**src/rtl/fetch_unit.sv**
```systemverilog
// fetch_unit: instruction-fetch stage of the 8-bit RISC pipeline.
// Owns the PC, drives imem_addr combinationally from it, and registers the
// IF/ID packet {fetch_pc, instr}. Resolved next-PC comes in on redirect.
// Optional feature macro: FETCH_BRANCH_HOLD_EN -- when defined, fetch holds
// (WAIT state, bubbles only) after a control-transfer opcode until redirect.
module fetch_unit #(
  parameter logic [7:0]  RESET_PC = 8'h00,
  parameter logic [15:0] NOP_WORD = 16'h0000
) (
  input  logic        clk,
  input  logic        rst,
  input  logic        stall,
  input  logic        redirect,
  input  logic [7:0]  redirect_addr,
  output logic [7:0]  imem_addr,
  input  logic [15:0] imem_data,
  output logic [23:0] instruction,
  output logic        valid
);

  logic [7:0]  pc_q, pc_d;
  logic [23:0] instr_q, instr_d;
  logic        valid_q, valid_d;
  logic        hold;

`ifdef FETCH_BRANCH_HOLD_EN
  typedef enum logic {S_RUN, S_WAIT} state_e;
  state_e state_q, state_d;
  logic   is_ctl;

  // br, brz/brn, br.sub and return all resolve in the link/branch unit
  assign is_ctl = imem_data[15:12] inside {4'b1001, 4'b1010, 4'b1011, 4'b1100};
  assign hold   = (state_q == S_WAIT);

  // Next FSM state: enter WAIT on a fetched control transfer, leave only on redirect
  always_comb begin
    state_d = state_q;
    if (redirect) begin
      state_d = S_RUN;
    end else if (!stall && state_q == S_RUN && is_ctl) begin
      state_d = S_WAIT;
    end
  end

  // FSM state register
  always_ff @(posedge clk or posedge rst) begin
    if (rst) begin
      state_q <= S_RUN;
    end else begin
      state_q <= state_d;
    end
  end
`else
  assign hold = 1'b0;
`endif

  // Next PC / packet: redirect beats stall; held fetch emits bubbles at the held PC
  always_comb begin
    pc_d    = pc_q;
    instr_d = instr_q;
    valid_d = valid_q;
    if (redirect) begin
      pc_d    = redirect_addr;
      instr_d = {redirect_addr, NOP_WORD};
      valid_d = 1'b0;
    end else if (!stall) begin
      if (hold) begin
        instr_d = {pc_q, NOP_WORD};
        valid_d = 1'b0;
      end else begin
        pc_d    = pc_q + 8'd2;
        instr_d = {pc_q, imem_data};
        valid_d = 1'b1;
      end
    end
  end

  // PC and IF/ID packet registers
  always_ff @(posedge clk or posedge rst) begin
    if (rst) begin
      pc_q    <= RESET_PC;
      instr_q <= {8'h00, NOP_WORD};
      valid_q <= 1'b0;
    end else begin
      pc_q    <= pc_d;
      instr_q <= instr_d;
      valid_q <= valid_d;
    end
  end

  assign imem_addr   = pc_q;
  assign instruction = instr_q;
  assign valid       = valid_q;

endmodule

```
**config.mk**
```make
export PLATFORM = sky130hd
export DESIGN_NAME = fetch_unit
export DESIGN_NICKNAME = d
export VERILOG_FILES = /design/src/rtl/fetch_unit.sv
export SDC_FILE = /design/constraint.sdc
export NUM_CORES = 1
export LEC_CHECK = 0
export ABC_AREA = 1
export ABC_CLOCK_PERIOD_IN_PS = 1600
export CORE_MARGIN = 5
export CORE_UTILIZATION = 45
export CTS_CLUSTER_SIZE = 28
export DETAILED_ROUTE_END_ITERATION = 7
export PLACE_DENSITY = 0.89
export SLEW_MARGIN = 20
export SYNTH_ARGS = -nofsm -noshare
export SYNTH_HDL_FRONTEND = slang
export SYNTH_SLANG_ARGS = --single-unit
```
**constraint.sdc**
```tcl
create_clock -name clk -period 1.6 [get_ports clk]
set_input_delay 0.32 -clock clk [delete_from_list [all_inputs] [get_ports clk]]
set_output_delay 0.32 -clock clk [all_outputs]
set_load 0.05 [all_outputs]
```
==> results.yml <==
placed_design:
  io_buffers: 60
  placed_cell_area_sq_um: 2125
  dp_hpwl_um: 2768
  globalplace.congestion: 0.8422
timing:
  slew_headroom_pct: 73.22
  post-route-period-util_pct: 85.69
  setup_violations: 0
  finalCriticalPeriod_ns: 1.371
  finClkSkew_ns: 0.01013
  tightest_slew_ns: 0.4017
  rsz0062_at_grt: "false"
  hold_viol: 0
  max_freq_ghz: 0.7294
  drv_slew: 0
synth:
  synth_area_leader_cell: "dfrtp_1"
  ys_ff_latch: 33
  yosysMostFrequentCell: "nand2_1"
  synthTopCellsByCount: "nand2_1, dfrtp_1, a22o_1, inv_1, nor2_1"
  ys_seq_area_share_pct: 56.60
  synthArstFlopShare_pct: 100.0
  ys_types: 17
  synth_top_area_share_pct: 56.60
  synth_warnings: 0
  synth-main-ff-cell: "dfrtp_1"
  synth_area_sq_um: 1459
  syn_inst: 153
  synth.area.top_cells: "dfrtp_1, nand2_1, a22o_1, buf_6, inv_1"
  synth_nets: 182
  synth_edf_count: 0
  syn_avg_cell_area_sq_um: 9.535
setup_path:
  worst_setup_path_end_kind: "output port"
  cp_data_arrival_time_ns: 1.05
  required_ns: 1.28
  critical_path_class: "reg -> out"
  path_delay_family: "flip-flops"
  reg2regPathDepth: 8
  timing.reg2reg.setup_slack_ns: 0.35
  reg2reg_from: "imem_addr[1]$_DFFE_PP0P_"
  cp-start-kind: "flop"
  cp_slowest_stage_delay_ns: 0.53
  crit_chain: "buf_12"
  cp_num_buf_inv: 1
  critPathSlowestCell: "dfrtp_1"
  crit_fanout: 7
  r2r-end: "imem_addr[7]$_DFFE_PP0P_"
routing:
  antenna_left: 0
  drc: 0
  drt_pass1_iterations: 4
  viasPerCell: 4.989
  drt_iter0_markers: 94
  wl_per_cell_um: 14.28
  vias: 1327
  routed_wl_um: 3798
global_routing:
  grt_max_degree: 34
  track_usage_pct: 18.34
  antenna_found_initial: 0
  grt-ovfl-total: 0
  grt_pass1_vias: 1263
  grt_pass1_wl_um: 6065
floorplan:
  die_area_sq_um: 4481
  die_x_um: 66.94
  num_rows: 20
  initial_core_util_pct: 47.40
  io_pins: 61
  fp.dieH_um: 66.94
  coreArea_sq_um: 3078
worst_hold_path:
  hold_class: "in -> async"
clocking:
  post_cts_resized: 0
  clkLatencyLatePin_ns: 0.34
  root_buffer: "clkbuf_4"
  holdBufCountCts: 0
  cts_sinks: 33
  cts_setup_buffers: 0
  cts_made_buffers: 5
  htreeDepth: 2
  cts_tree: "built"
  clk_pin_slew_ns: 0.11
  cts_buffer_depth: 2
finish:
  area_growth_pct: 52.66
  finalInstanceArea_sq_um: 2227
  fin_nets: 250
  num_antenna_cells: 0
  seqCellArea_sq_um: 825.8
  final_util_pct: 72.36
  fillers: 241
  drive_gt1_share_pct: 23.42
  multi_input_area_sq_um: 519.2
power_and_ir_drop:
  leakagePower_nw: 1.124
  power_density_nw_per_um2: 1124
  max-vdd-ir-drop_mv: 0.8220
outcome:
  status: "completed"
job:
  cap_violations: 0
==> cell usage in the layout, fill, tap and decap left out <==
cell | netlist | layout
o211ai_1 | 3 | 3
bufinv_16 | 0 | 2
o21ai_0 | 7 | 7
nand2_1 | 50 | 50
buf_12 | 0 | 8
a31oi_1 | 1 | 1
inv_4 | 2 | 2
o21ai_1 | 2 | 2
ha_1 | 1 | 1
nand2_4 | 1 | 1
inv_1 | 11 | 11
clkinv_2 | 0 | 1
dfrtp_1 | 33 | 33
clkbuf_4 | 0 | 5
buf_4 | 2 | 32
nor2_4 | 1 | 1
a22o_1 | 16 | 16
clkdlybuf4s50_1 | 0 | 27
nor2_1 | 10 | 10
nand3_1 | 7 | 7
a21oi_1 | 2 | 2
==> registers in the layout (all words and copies together), names as in the netlist <==
signal and count:
instruction 24, valid 1, imem_addr 8
==> report_power, final <==
part	switching, mW	internal [mW]
combinational	0.446	0.294
sequential	0.0808	0.908
clock	0.289	0.484
total	0.817	1.69
==> layout make-up <==
class	instances	share of cell area, %
Inverter	13	2.416
Timing Repair Buffer	67	30.11
Clock inverter	3	2.921
Sequential cell	33	37.08
Clock buffer	5	1.685
Tap cell	44	2.472
Multi-Input combinational cell	101	23.31
==> logic make-up after synthesis <==
| kind of cell | after synthesis | synth area share [%] |
|---|---|---|
| AOI/OAI and AO/OA | 31 | 15.35 |
| adders and majority gates | 1 | 0.8575 |
| buffers and inverters | 19 | 7.804 |
| DFF | 33 | 56.60 |
| and+or+nand+nor | 69 | 19.38 |
==> metal layers <==
layer | global-route usage, % | part of all wire, % | vias to the layer above
li1 | - | - | 638
met1 | 21.49 | 40 | 631
met2 | 30.69 | 49 | 52
met3 | 7.757 | 9.0 | 6
met4 | 4.810 | 1.1 | 0
met5 | 0 | 0 | -
==> worst max path at each step <==
stage / slack, ns / depth (start not counted) / start / to
floorplan: 0.17 / 6 / imem_addr[2]$_DFFE_PP0P_ / imem_addr[5]$_DFFE_PP0P_
global placement: 0.02 / 6 / redirect / instruction[21]$_DFFE_PP0P_
detailed placement: -0.003 / 7 / redirect / instruction[20]$_DFFE_PP0P_
CTS: 0.22 / 1 / imem_addr[3]$_DFFE_PP0P_ / imem_addr[3]
global route: 0.19 / 1 / imem_addr[3]$_DFFE_PP0P_ / imem_addr[3]
finish: 0.23 / 1 / imem_addr[3]$_DFFE_PP0P_ / imem_addr[3]
==> through the flow <==
stage	hold WS [ns]	setup TNS (ns)	setup WS [ns]	std cells	total power, mW
after global placement	0.4649	0	0.01556	258	1.732
after CTS	0.3622	0	0.2229	266	2.523
after detailed placement	0.4702	-0.003343	-0.003343	258	1.745
final	0.3560	0	0.2290	266	2.502
after floorplan	0.4368	0	0.1687	153	1.415
after global routing	0.3786	0	0.1860	266	2.612
Note: power is estimated with default switching activity, not from simulation.
==> RTL change, RTL diff (same flow settings) <==
Build with the macro `FETCH_BRANCH_HOLD_EN` defined.
--- a/src/rtl/fetch_unit.sv
+++ b/src/rtl/fetch_unit.sv
@@ -3,6 +3,8 @@
 // IF/ID packet {fetch_pc, instr}. Resolved next-PC comes in on redirect.
 // Optional feature macro: FETCH_BRANCH_HOLD_EN -- when defined, fetch holds
 // (WAIT state, bubbles only) after a control-transfer opcode until redirect.
+`define FETCH_BRANCH_HOLD_EN
+
 module fetch_unit #(
   parameter logic [7:0]  RESET_PC = 8'h00,
   parameter logic [15:0] NOP_WORD = 16'h0000
Behaviour: not the same (a bounded check fails within 4 cycles, from zero or initial values and one cycle with rst high).
==> RTL change against the original RTL <==
  * Clock power decreased by 44%
  * Combinational power is 13% higher
  * Final cell count grew 16%
  * Synthesized area up 10%
  * Count of clock-buffer cells in the layout unchanged
  * Global-route usage fell by 1.5 points
  * Critical path depth increased by 1
  * Sequential cell count rose by 1
  * Power down 8.4%
  * Worst setup slack improved by 3.7 ps
  * Routed wire length up 1.5%
  * Design area rose by 7.2%
==> RTL change: results (changes against the original RTL) <==
- Status: finished, final reports clean (unchanged)
- Seq/Total Area, Yosys: 52.8% (was 56.6%)
- Area contributors post-synth: dfrtp_1 53%, nand2_1 13%, inv_1 6.5% (was dfrtp_1 57%, nand2_1 13%, a22o_1 9.6%)
- First-pass GRT wire length: 6.62 mm (was 6.07 mm)
- Synth Flop Type: dfrtp_1 (unchanged)
- Slew headroom: 79.5% (was 73.2%)
- WL per Instance: 12.5 microns (was 14.3 microns)
- Slowest CP cell: dfrtp_1 (unchanged)
- DRT iter0 DRCs: 107 (was 94)
- Number of fillers in the final layout: 260 (was 241)
- Post_cts resized: 0 (unchanged)
- Most frequent cells after synthesis: 56 x nand2_1, 34 x dfrtp_1, 28 x inv_1 (was 50 x nand2_1, 33 x dfrtp_1, 16 x a22o_1)
- Antenna diode count: 0 (unchanged)
- Post-DP HPWL: 2.92 mm (was 2.77 mm)
- Net count reported at finish: 292 (was 250)
- CTS Buf Count: 5 (unchanged)
- Met1 Wirelength: 1.67 mm (was 1.54 mm)
- Reg clk slew, reported paths: 100 ps
- Final weighted congestion in routability-driven placement: 0.871 (was 0.842)
- Highest metal used: met4 (unchanged)
- Post-synth ARST share: 100% (unchanged)
- Share of layout cells above drive strength 1: 21.3% (was 23.4%)
- Number of global-route vias before repair: 1,468 (was 1,263)
- Worst-Skew Late Latency: 330 ps
- IO Port Bufs: 60 (unchanged)
- Max reg flops: 24 (unchanged)
- Cts-stage hold buffer count: 0 (unchanged)
- Vias/cell: 4.86 (was 4.99)
- Largest net degree at the start of global routing: 35 (was 34)
- Root Buffer: clkbuf_4 (unchanged)
- Htree depth: 2 (unchanged)
- Initial antenna violation count: 0 (unchanged)
- Setup Buffers After CTS: 0 (unchanged)
- VDD IR max: 0.462 mV (was 0.822 mV)
- Maximum fanout along the worst path: 5 (was 7)
- Clock Path Buffers: 2 (unchanged)
- Worst hold path class: in -> async (unchanged)
- Warnings, synthesis: 0 (unchanged)
- Met2 Wirelength: 1.83 mm (was 1.88 mm)
- DR pass1 iterations: 4 (unchanged)
- Metal3 WL: 284 microns (was 340 microns)
- Setup TNS: 0 ps (unchanged)
- Distinct cells, synth: 24 (was 17)
- Leak: 1.23 nW (was 1.12 nW)
- Final setup skew: 8.45 ps (was 10.1 ps)
- Gr usage total: 16.8% (was 18.3%)
- CP max stage delay: 410 ps (was 530 ps)
- Syn nets: 223 (was 182)
RTL change: cell types whose count changed after synthesis, moves of 2 or more:
cell,change
a22o_1,-16
nand2_1,+6
inv_1,+17
nor2_1,+4
o21bai_1,+2
inv_2,+3
nand3_1,+10
a31oi_1,+2
inv_4,-2
o21ai_0,+11
RTL change: where the power goes:
group / switching (W) / leakage [nW] / internal, W / total (W)
Combinational: 0.000493 / 0.768 / 0.000343 / 0.000837
Clock: 0.000274 / 0.0308 / 0.000158 / 0.000432
Sequential: 0.0000857 / 0.433 / 0.000939 / 0.00102
RTL change: stage by stage:
step | cell area [sq um] | utilization (%) | setup WS (ps) | cells
CTS | 2390 | 70.4 | 218 | 309
global route | 2390 | 70.4 | 100 | 309
floorplan | 1610 | - | 114 | 194
finish | 2390 | 70.4 | 233 | 309
detailed placement | 2340 | 69.0 | 21.5 | 302
global placement | 2340 | 69.0 | 75.2 | 302
RTL change: path summary, 6_finish.rpt:
| path | slack [ps] | end | start | depth (start not counted) |
|---|---|---|---|---|
| max reg2reg | 240 | imem_addr[5] | imem_addr[2] | 6 |
| min | 330 | instruction[2] | rst | 3 |
| max in group asynchronous | 1090 | instruction[19] | rst | 3 |
| max | 230 | imem_addr[1] | imem_addr[1] | 2 |
| min in group clk | 480 | valid | valid | 2 |
| min reg2reg | 480 | valid | valid | 2 |
RTL change: metal layers:
layer,vias to the layer above,global-route usage (%)
met5,-,0
met4,0,5.32
met3,7,6.81
met2,48,25.5
met1,702,21.8
li1,744,-
RTL change: cell type report:
class | count | area share, %
clock buffer | 5 | 1.57
clock inverter | 2 | 0.419
inverter | 31 | 4.87
multi-input combinational | 123 | 24.6
sequential | 34 | 35.6
tap | 46 | 2.41
timing repair buffer | 68 | 30.5
RTL change: worst max-delay path, delay by kind of cell (launching register included):
| family | cells | cell delay, ps |
|---|---|---|
| buffers and inverters | 2 | 310 |
| flip-flops | 1 | 410 |
RTL change: cells by family after synthesis:
| family | after synthesis | share of synthesized area [%] |
|---|---|---|
| AOI/OAI and AO/OA | 30 | 10.7 |
| adders and majority gates | 1 | 0.776 |
| buffers and inverters | 37 | 10.8 |
| DFF | 34 | 52.8 |
| and+or+nand+nor | 92 | 24.9 |
